--- src/rtl/preload_sequencer_pkg.sv ---
// Shared definitions for the weight/activation preload sequencer and the TPU top.
package preload_sequencer_pkg;

  localparam int N_BEATS_DEFAULT        = 64;
  localparam int PRELOAD_CYCLES_DEFAULT = 8;
  localparam int CAL_CYCLES_DEFAULT     = 24;

  localparam int ADDR_W   = 6;
  localparam int WEIGHT_W = 8;
  localparam int ACT_W    = 7;

  typedef enum logic [2:0] {
    ST_IDLE    = 3'd0,
    ST_LOAD    = 3'd1,
    ST_PRELOAD = 3'd2,
    ST_CAL     = 3'd3,
    ST_FINISH  = 3'd4
  } seq_state_e;

  // Width of the shared phase timer: it must hold the longer phase length minus one.
  function automatic int phase_cnt_width(input int preload_len, input int cal_len);
    int max_len;
    max_len = (preload_len > cal_len) ? preload_len : cal_len;
    return (max_len > 2) ? $clog2(max_len) : 1;
  endfunction

endpackage

--- src/rtl/preload_sequencer_phase_counter.sv ---
// Loadable down-counter with a zero flag; times the preload and compute phases.
module phase_counter #(
  parameter int W = 5
) (
  input  logic         clk,
  input  logic         rst_n,
  input  logic         load_i,
  input  logic [W-1:0] load_val_i,
  input  logic         dec_i,
  output logic         zero_o
);

  logic [W-1:0] count_q, count_d;

  always_comb begin
    count_d = count_q;
    if (load_i) begin
      count_d = load_val_i;
    end else if (dec_i && (count_q != '0)) begin
      count_d = count_q - 1'b1;
    end
  end

  always_ff @(posedge clk or negedge rst_n) begin
    if (!rst_n) begin
      count_q <= '0;
    end else begin
      count_q <= count_d;
    end
  end

  assign zero_o = (count_q == '0);

endmodule

--- src/rtl/preload_sequencer.sv ---
// Tile sequencer: loads N_BEATS weight/activation beats into the pre-load unit,
// then runs the compensation-weight preload phase and the compute phase.
module preload_sequencer
  import preload_sequencer_pkg::*;
#(
  parameter int N_BEATS        = N_BEATS_DEFAULT,
  parameter int PRELOAD_CYCLES = PRELOAD_CYCLES_DEFAULT,
  parameter int CAL_CYCLES     = CAL_CYCLES_DEFAULT
) (
  input  logic                clk,
  input  logic                rst,
  input  logic                start,
  input  logic                in_valid,
  output logic                in_ready,
  input  logic [WEIGHT_W-1:0] in_weight,
  input  logic [ACT_W-1:0]    in_act,
  output logic [WEIGHT_W-1:0] Weight,
  output logic [ADDR_W-1:0]   Weight_Mem_Address_in,
  output logic [ACT_W-1:0]    Activation,
  output logic [ADDR_W-1:0]   Activation_Mem_Address_in,
  output logic                load_mem_done,
  output logic                PreLoad_CWeight,
  output logic                Cal,
  output logic                busy,
  output logic                done
);

  localparam int                CNT_W        = phase_cnt_width(PRELOAD_CYCLES, CAL_CYCLES);
  localparam logic [ADDR_W-1:0] LAST_BEAT    = ADDR_W'(N_BEATS - 1);
  localparam logic [CNT_W-1:0]  PRELOAD_LOAD = CNT_W'(PRELOAD_CYCLES - 1);
  localparam logic [CNT_W-1:0]  CAL_LOAD     = CNT_W'(CAL_CYCLES - 1);

  seq_state_e          state_q, state_d;
  logic                pre_entry_q, pre_entry_d;
  logic [ADDR_W-1:0]   beat_q, beat_d;
  logic [ADDR_W-1:0]   addr_q, addr_d;
  logic [WEIGHT_W-1:0] weight_q, weight_d;
  logic [ACT_W-1:0]    act_q, act_d;
  logic                load_done_q, load_done_d;

  logic                accept;
  logic                last_beat;
  logic                cnt_load;
  logic                cnt_dec;
  logic                cnt_zero;
  logic [CNT_W-1:0]    cnt_val;

  assign in_ready  = (state_q == ST_LOAD);
  assign accept    = in_ready && in_valid;
  assign last_beat = accept && (beat_q == LAST_BEAT);

  // The first PRELOAD cycle only publishes load_mem_done and arms the timer,
  // so PreLoad_CWeight starts one cycle after load_mem_done rises.
  always_comb begin
    state_d         = state_q;
    pre_entry_d     = 1'b0;
    cnt_load        = 1'b0;
    cnt_dec         = 1'b0;
    cnt_val         = '0;
    busy            = (state_q != ST_IDLE);
    done            = 1'b0;
    PreLoad_CWeight = 1'b0;
    Cal             = 1'b0;
    case (state_q)
      ST_IDLE: begin
        if (start) begin
          state_d = ST_LOAD;
        end
      end
      ST_LOAD: begin
        if (last_beat) begin
          state_d     = ST_PRELOAD;
          pre_entry_d = 1'b1;
        end
      end
      ST_PRELOAD: begin
        PreLoad_CWeight = !pre_entry_q;
        if (pre_entry_q) begin
          cnt_load = 1'b1;
          cnt_val  = PRELOAD_LOAD;
        end else if (cnt_zero) begin
          state_d  = ST_CAL;
          cnt_load = 1'b1;
          cnt_val  = CAL_LOAD;
        end else begin
          cnt_dec = 1'b1;
        end
      end
      ST_CAL: begin
        Cal = 1'b1;
        if (cnt_zero) begin
          state_d = ST_FINISH;
        end else begin
          cnt_dec = 1'b1;
        end
      end
      ST_FINISH: begin
        done    = 1'b1;
        state_d = ST_IDLE;
      end
      default: begin
        state_d = ST_IDLE;
      end
    endcase
  end

  // Registered output stage: beat data and its index appear the cycle after acceptance.
  always_comb begin
    beat_d      = beat_q;
    addr_d      = addr_q;
    weight_d    = weight_q;
    act_d       = act_q;
    load_done_d = load_done_q;
    if ((state_q == ST_IDLE) && start) begin
      beat_d      = '0;
      load_done_d = 1'b0;
    end
    if (accept) begin
      weight_d = in_weight;
      act_d    = in_act;
      addr_d   = beat_q;
      if (!last_beat) begin
        beat_d = beat_q + 1'b1;
      end
    end
    if (last_beat) begin
      load_done_d = 1'b1;
    end
  end

  always_ff @(posedge clk or negedge rst) begin
    if (!rst) begin
      state_q     <= ST_IDLE;
      pre_entry_q <= 1'b0;
      beat_q      <= '0;
      addr_q      <= '0;
      weight_q    <= '0;
      act_q       <= '0;
      load_done_q <= 1'b0;
    end else begin
      state_q     <= state_d;
      pre_entry_q <= pre_entry_d;
      beat_q      <= beat_d;
      addr_q      <= addr_d;
      weight_q    <= weight_d;
      act_q       <= act_d;
      load_done_q <= load_done_d;
    end
  end

  phase_counter #(
    .W(CNT_W)
  ) u_phase_counter (
    .clk       (clk),
    .rst_n     (rst),
    .load_i    (cnt_load),
    .load_val_i(cnt_val),
    .dec_i     (cnt_dec),
    .zero_o    (cnt_zero)
  );

  assign Weight                    = weight_q;
  assign Activation                = act_q;
  assign Weight_Mem_Address_in     = addr_q;
  assign Activation_Mem_Address_in = addr_q;
  assign load_mem_done             = load_done_q;

endmodule

--- config.mk ---
export PLATFORM = sky130hd
export DESIGN_NAME = preload_sequencer
export DESIGN_NICKNAME = d
export VERILOG_FILES = /design/src/rtl/preload_sequencer_pkg.sv /design/src/rtl/preload_sequencer_phase_counter.sv /design/src/rtl/preload_sequencer.sv
export SDC_FILE = /design/constraint.sdc
export NUM_CORES = 1
export LEC_CHECK = 0
export BUFFER_PORTS_ARGS = -buffer_cell sky130_fd_sc_hd__buf_2
export CAP_MARGIN = 5
export CORE_MARGIN = 10
export CORE_UTILIZATION = 51
export CTS_CLUSTER_SIZE = 20
export DETAILED_ROUTE_END_ITERATION = 16
export GPL_ROUTABILITY_DRIVEN = 0
export HOLD_SLACK_MARGIN = 0.03
export PLACE_DENSITY = 0.79
export SETUP_SLACK_MARGIN = 0.1
export SLEW_MARGIN = 30
export SYNTH_ARGS = -nofsm -noshare
export SYNTH_HDL_FRONTEND = slang
export SYNTH_SLANG_ARGS = --single-unit
--- constraint.sdc ---
create_clock -name clk -period 2.2 [get_ports clk]
set_input_delay 0.33 -clock clk [delete_from_list [all_inputs] [get_ports clk]]
set_output_delay 0.33 -clock clk [all_outputs]
set_load 0.03 [all_outputs]
==> impl_metrics.json, run 1 <==
{
  "syn_inst": 196,
  "startpoint_type": "flip-flop",
  "place_hpwl_um": 2940,
  "hold_slack_ps": 69.6,
  "diodes": 0,
  "gr-usage-met3": 0.0631,
  "ys_ff_latch": 37,
  "rsz0062_at_grt": "no",
  "grt_first_pass_wirelength_um": 6920,
  "synth_cell_types": 40,
  "dieArea_mm2": 0.00630,
  "fin_nets": 261,
  "layout_commonest_cell": "nand2_1",
  "crit_type": "flip-flop to output port",
  "fmax_mhz": 500,
  "clock_skew_ps": 10.1,
  "routedWlPerCell_um": 14.4,
  "vias": 1534,
  "yosys_warnings": 0,
  "clk_pin_slew_ps": 110,
  "initial_core_util": 0.535,
  "fin_tns_setup_ps": 0,
  "core-area_mm2": 0.00336,
  "syn_area_per_cell_um2": 9.17,
  "pre_cts_slack_ps": 363,
  "hold_violations": 0,
  "max-clock-path-buffers": 2,
  "htree_levels": 2,
  "grt_use_met2": 0.218,
  "timing.final.ws_setup_ps": 201,
  "cts_buffers": 5,
  "dieHeight_um": 79.4,
  "vias_per_cell": 5.36,
  "drv_cap": 0,
  "io_pins": 52,
  "dr.pass1.iters": 5,
  "peakVddDrop_mv": 0.553,
  "synth_fp_nets": 217,
  "post-route-period-util": 0.909,
  "drt-total-wl_um": 4130,
  "critPathRequiredTime_ps": 1870,
  "drc": 0,
  "clock_latency_ps": 340,
  "p_leak_uw": 0.00113,
  "synthFlopType": "dfrtp_1",
  "finalPower_uw": 2390,
  "use_met1": 0.148,
  "first_global_vias": 1496,
  "cp_max_fo": 14,
  "grt-busiest-layer": "met2",
  "cp-end-kind": "output port",
  "antenna_found_initial": 0,
  "hp-class": "primary input to async pin",
  "grt_overflow": 0,
  "syn_to_final_growth_pct": 17.6,
  "numPortBuffers": 51,
  "ant_nets": 0,
  "ys_seq_area_frac": 0.515,
  "layout_common_cells": "nand2_1 (71), buf_2 (51), dfrtp_1 (35), inv_1 (7)",
  "powerDensity_mw_per_mm2": 1130,
  "setup_viol": 0,
  "die_x_um": 79.4,
  "relSlewSlack": 0.462,
  "drive_above_1_share": 0.283,
  "postSynth.asyncResetShare": 1.00,
  "cts_root_buf": "clkbuf_4",
  "outcome": "completed",
  "cts_num_sinks": 37,
  "fin_crit_ps": 2000,
  "synth_edf_count": 0,
  "final_util": 0.629,
  "grt_usage": 0.134,
  "worst_slew_pin_slew_ps": 807,
  "grt_start_max_net_pins": 38,
  "critPathArrivalTime_ps": 1670,
  "tritoncts": "done",
  "synth_area_mm2": 0.00180,
  "drtIter0Drc": 93,
  "post_cts_buffers": 0,
  "drv_slew": 0,
  "rows": 21
}
[logic make-up after synthesis]
| kind of cell | synth area share |
|---|---|
| and+or+nand+nor | 0.276 |
| DFF | 0.515 |
| buffers and inverters | 0.0675 |
| AOI/OAI and AO/OA | 0.0891 |
| muxes | 0.0334 |
| adders and majority gates | 0.0139 |
| xor gates and xnor gates | 0.00487 |
[per-stage QoR]
stage	instance area [µm²]	cells
after floorplan	1800	196
after global placement	2050	279
after detailed placement	2050	279
after CTS	2110	286
after global routing	2110	286
final	2110	286
[layer usage]
metal / wire length, µm / part of all wire
met4: 47 / 0.011
met2: 1920 / 0.47
met3: 423 / 0.10
met5: 0 / 0
met1: 1740 / 0.42
[worst paths after layout]
path | from | endpoint | slack, ps | cells after the start
setup reg to reg | u_phase_counter.count_q[0] | u_phase_counter.count_q[1] | 360 | 5
hold / removal | rst | Activation_Mem_Address_in[0] | 70 | 1
setup / recovery | state_q[2] | PreLoad_CWeight | 200 | 3
max in group asynchronous | rst | state_q[2] | 1570 | 1
hold reg to reg | Weight[1] | Weight[1] | 480 | 2
min in group clk | in_weight[2] | Weight[2] | 170 | 3
[critical path: stages, from the launching register on]
cell,delay [ps]
dfrtp_2,520
nand2b_1,280
nor3_1,270
buf_2,260
[where the power goes]
group          leakage (µW)  switching (µW)  internal [µW]  total [µW]
registers          0.000455             190            868        1060
logic              0.000645             645            324         969
clock network     0.0000303             218            150         368
[registers in the layout, summed over array words and instances (netlist names)]
register	cells
pre_entry_q	1
Weight	8
u_phase_counter.count_q	5
Activation_Mem_Address_in	6
Activation	7
beat_q	6
load_mem_done	1
state_q	3
[cells in the mapped netlist, types with 2 or more instances]
master	count	area share
and3_1	2	0.0070
nor2_1	3	0.0063
nor3b_1	3	0.013
clkbuf_1	4	0.0083
buf_2	7	0.019
o21ai_0	3	0.0083
nand2_1	71	0.15
ha_1	2	0.014
a211oi_1	5	0.021
nand3b_1	2	0.0083
inv_1	7	0.015
buf_4	6	0.025
a21oi_1	4	0.011
mux2i_1	6	0.033
nor3_1	6	0.017
nor2b_1	3	0.010
dfrtp_1	37	0.51
nand3_1	3	0.0083
[area by class of cell]
class / count / area [µm²]
fill: 302 / 1250
sequential: 37 / 928
multi-input combinational: 135 / 766
timing repair buffer: 54 / 278
tap: 46 / 57.6
clock buffer: 6 / 51.3
inverter: 7 / 26.3
clock inverter: 1 / 7.51
[timing repair]
item                                    CTS  global route
hold buffers                              0             0
gates resized for setup                   1             1
endpoints found under the setup margin    1             1
Power figures use the tool's default switching activity.
==> inputs of run 2 (changes only) <==
--- a/config.mk
+++ b/config.mk
@@ -5,6 +5,7 @@
 export SDC_FILE = /design/constraint.sdc
 export NUM_CORES = 1
 export LEC_CHECK = 0
+export ABC_AREA = 1
 export BUFFER_PORTS_ARGS = -buffer_cell sky130_fd_sc_hd__buf_2
 export CAP_MARGIN = 5
 export CORE_MARGIN = 10
==> run 2 against run 1 <==
Compared with the run above: synthesized cell count increased by 12%; critical path depth up 1; maximum frequency up 9.1%; die area down 1.3%; register-to-register slack better by 300 ps; cell count increased by 10%; wire length shrank 10%; synthesized area down 1.7%; flip-flop and latch count unchanged; largest cell class unchanged.
==> impl_metrics.json, run 2 <==
{
  "initial_core_util": 0.530,
  "clock_skew_ps": 9.15,
  "worstReg2RegEnd": "beat_q[5]",
  "synthFlopType": "dfrtp_1",
  "postSynth.asyncResetShare": 1.00,
  "hp-class": "primary input to async pin",
  "synth_edf_count": 0,
  "vias": 1492,
  "layout_common_cells": "nand2_1 (98), buf_2 (51), dfrtp_1 (37), inv_1 (20), nand3_1 (16)",
  "multi_input_area_um2": 683,
  "setup_viol": 0,
  "relSlewSlack": 0.478,
  "numPortBuffers": 51,
  "synth_area_mm2": 0.00177,
  "drc": 0,
  "max-clock-path-buffers": 2,
  "largest_reg_flops": 8,
  "dieArea_mm2": 0.00622,
  "post_cts_resized": 0,
  "htree_levels": 2,
  "diodes": 0,
  "drive_above_1_share": 0.253,
  "layout_commonest_cell": "nand2_1",
  "drv_cap": 0,
  "worstReg2RegStart": "state_q[0]",
  "cp-end-kind": "output port",
  "postCtsHoldBufs": 0,
  "hold_violations": 0,
  "synth.most_common_cell": "nand2_1",
  "synth_cell_types": 22,
  "routedWlPerCell_um": 11.8,
  "cts_num_sinks": 37,
  "critPathArrivalTime_ps": 1500,
  "peakVddDrop_mv": 0.703,
  "io_pins": 52,
  "ys_seq_area_frac": 0.524,
  "worst_slew_pin_slew_ps": 784,
  "outcome": "completed",
  "grt_first_pass_wirelength_um": 6440,
  "die_x_um": 78.9,
  "syn_to_final_growth_pct": 16.7,
  "rows": 21,
  "synth_commonest_cells": "nand2_1 (98), dfrtp_1 (37), inv_1 (20)",
  "ys_ff_latch": 37,
  "timing.final.ws_setup_ps": 367,
  "synth.area.top_cells": "dfrtp_1 (52%), nand2_1 (21%), nand3_1 (4.5%)",
  "postPlaceCellArea_mm2": 0.00201,
  "clk_pin_slew_ps": 100,
  "place_hpwl_um": 2780,
  "ant_nets": 0,
  "crit_type": "flip-flop to output port",
  "reg2reg_depth": 8,
  "vias_per_cell": 4.74,
  "drtIter0Drc": 84,
  "yosys_warnings": 0,
  "fin_area_mm2": 0.00206,
  "cts_root_buf": "clkbuf_4",
  "post_cts_buffers": 0,
  "grt_start_max_net_pins": 38,
  "powerDensity_mw_per_mm2": 1450,
  "fin_nets": 290,
  "fmax_mhz": 546,
  "cp_max_fo": 6,
  "drv_slew": 0,
  "tritoncts": "done",
  "critPathRequiredTime_ps": 1870,
  "pre_cts_slack_ps": 658,
  "p_leak_uw": 0.00122,
  "yosysTopAreaCellShare": 0.524,
  "syn_inst": 220,
  "seq_area_um2": 926,
  "rsz0062_at_grt": "no",
  "drt-total-wl_um": 3720,
  "syn_area_per_cell_um2": 8.04,
  "r2r_slack_ps": 660,
  "grt_usage": 0.126,
  "core-area_mm2": 0.00334,
  "grt_overflow": 0,
  "dieHeight_um": 78.9,
  "first_global_vias": 1519,
  "final_util": 0.618,
  "clock_latency_ps": 340,
  "fin_crit_ps": 1830,
  "synth_fp_nets": 241,
  "dr.pass1.iters": 4,
  "yosysTopAreaCell": "dfrtp_1",
  "fill_cells": 326,
  "fin_tns_setup_ps": 0,
  "antenna_found_initial": 0,
  "cts_buffers": 5,
  "startpoint_type": "flip-flop",
  "hold_slack_ps": 56.3,
  "post-route-period-util": 0.833
}
-- run 2: changes by cell type after synthesis, moves of 4 or more --
cell / delta
nand2_1: +27
mux2i_1: -6
clkbuf_1: -4
o21ai_1: +4
a211oi_1: -5
nor3_1: -6
buf_2: -6
nor2_1: +7
nand3_1: +13
o21ai_0: +4
inv_1: +13
-- run 2: final cells by class --
type | count | area share
clock buffer | 7 | 0.0267
inverter | 21 | 0.0382
multi-input combinational | 152 | 0.331
sequential | 37 | 0.449
tap | 46 | 0.0279
timing repair buffer | 52 | 0.127
-- run 2: how the worst max path moves through the flow --
| stage | start | end | slack, ps | depth (start not counted) |
|---|---|---|---|---|
| global route | state_q[2] | PreLoad_CWeight | 210 | 4 |
| floorplan | state_q[2] | PreLoad_CWeight | 690 | 3 |
| CTS | state_q[2] | PreLoad_CWeight | 340 | 4 |
| finish | state_q[2] | PreLoad_CWeight | 370 | 4 |
| global placement | state_q[0] | beat_q[5] | 700 | 8 |
| detailed placement | state_q[1] | beat_q[5] | 660 | 5 |
-- run 2: metrics by stage --
step | total power, µW | instances
floorplan | 2310 | 220
global placement | 2650 | 308
detailed placement | 2680 | 308
CTS | 3040 | 315
global route | 3270 | 315
finish | 3000 | 315
-- run 2: logic make-up (layout without fill, tap and decap cells) --
| kind of cell | after synthesis | after routing | synth area share |
|---|---|---|---|
| fa+ha+maj | 2 | 2 | 0.0142 |
| xor+xnor | 2 | 2 | 0.00991 |
| flops | 37 | 37 | 0.524 |
| simple gates | 135 | 135 | 0.323 |
| buf+inv | 31 | 80 | 0.0899 |
| compound gates | 13 | 13 | 0.0389 |
-- run 2: routing by layer --
| layer | track usage | vias to the layer above | share of wire |
|---|---|---|---|
| li1 | - | 771 | - |
| met1 | 0.143 | 669 | 0.46 |
| met2 | 0.199 | 46 | 0.43 |
| met3 | 0.0698 | 6 | 0.10 |
| met4 | 0.0430 | 0 | 0.014 |
| met5 | 0 | - | 0 |
-- run 2: power by group --
group | leakage, µW | total (µW) | switching (µW) | internal (µW)
registers | 0.000476 | 1120 | 186 | 933
clock network | 0.0000314 | 352 | 201 | 151
logic | 0.000710 | 1530 | 1080 | 449
total | 0.00122 | 3000 | 1460 | 1530
-- run 2: worst max-delay path, stage by stage (launching register included) --
cell and delay [ps]:
dfrtp_1 470, nor2_2 220, nand2_1 170, nor2_1 110, buf_2 200
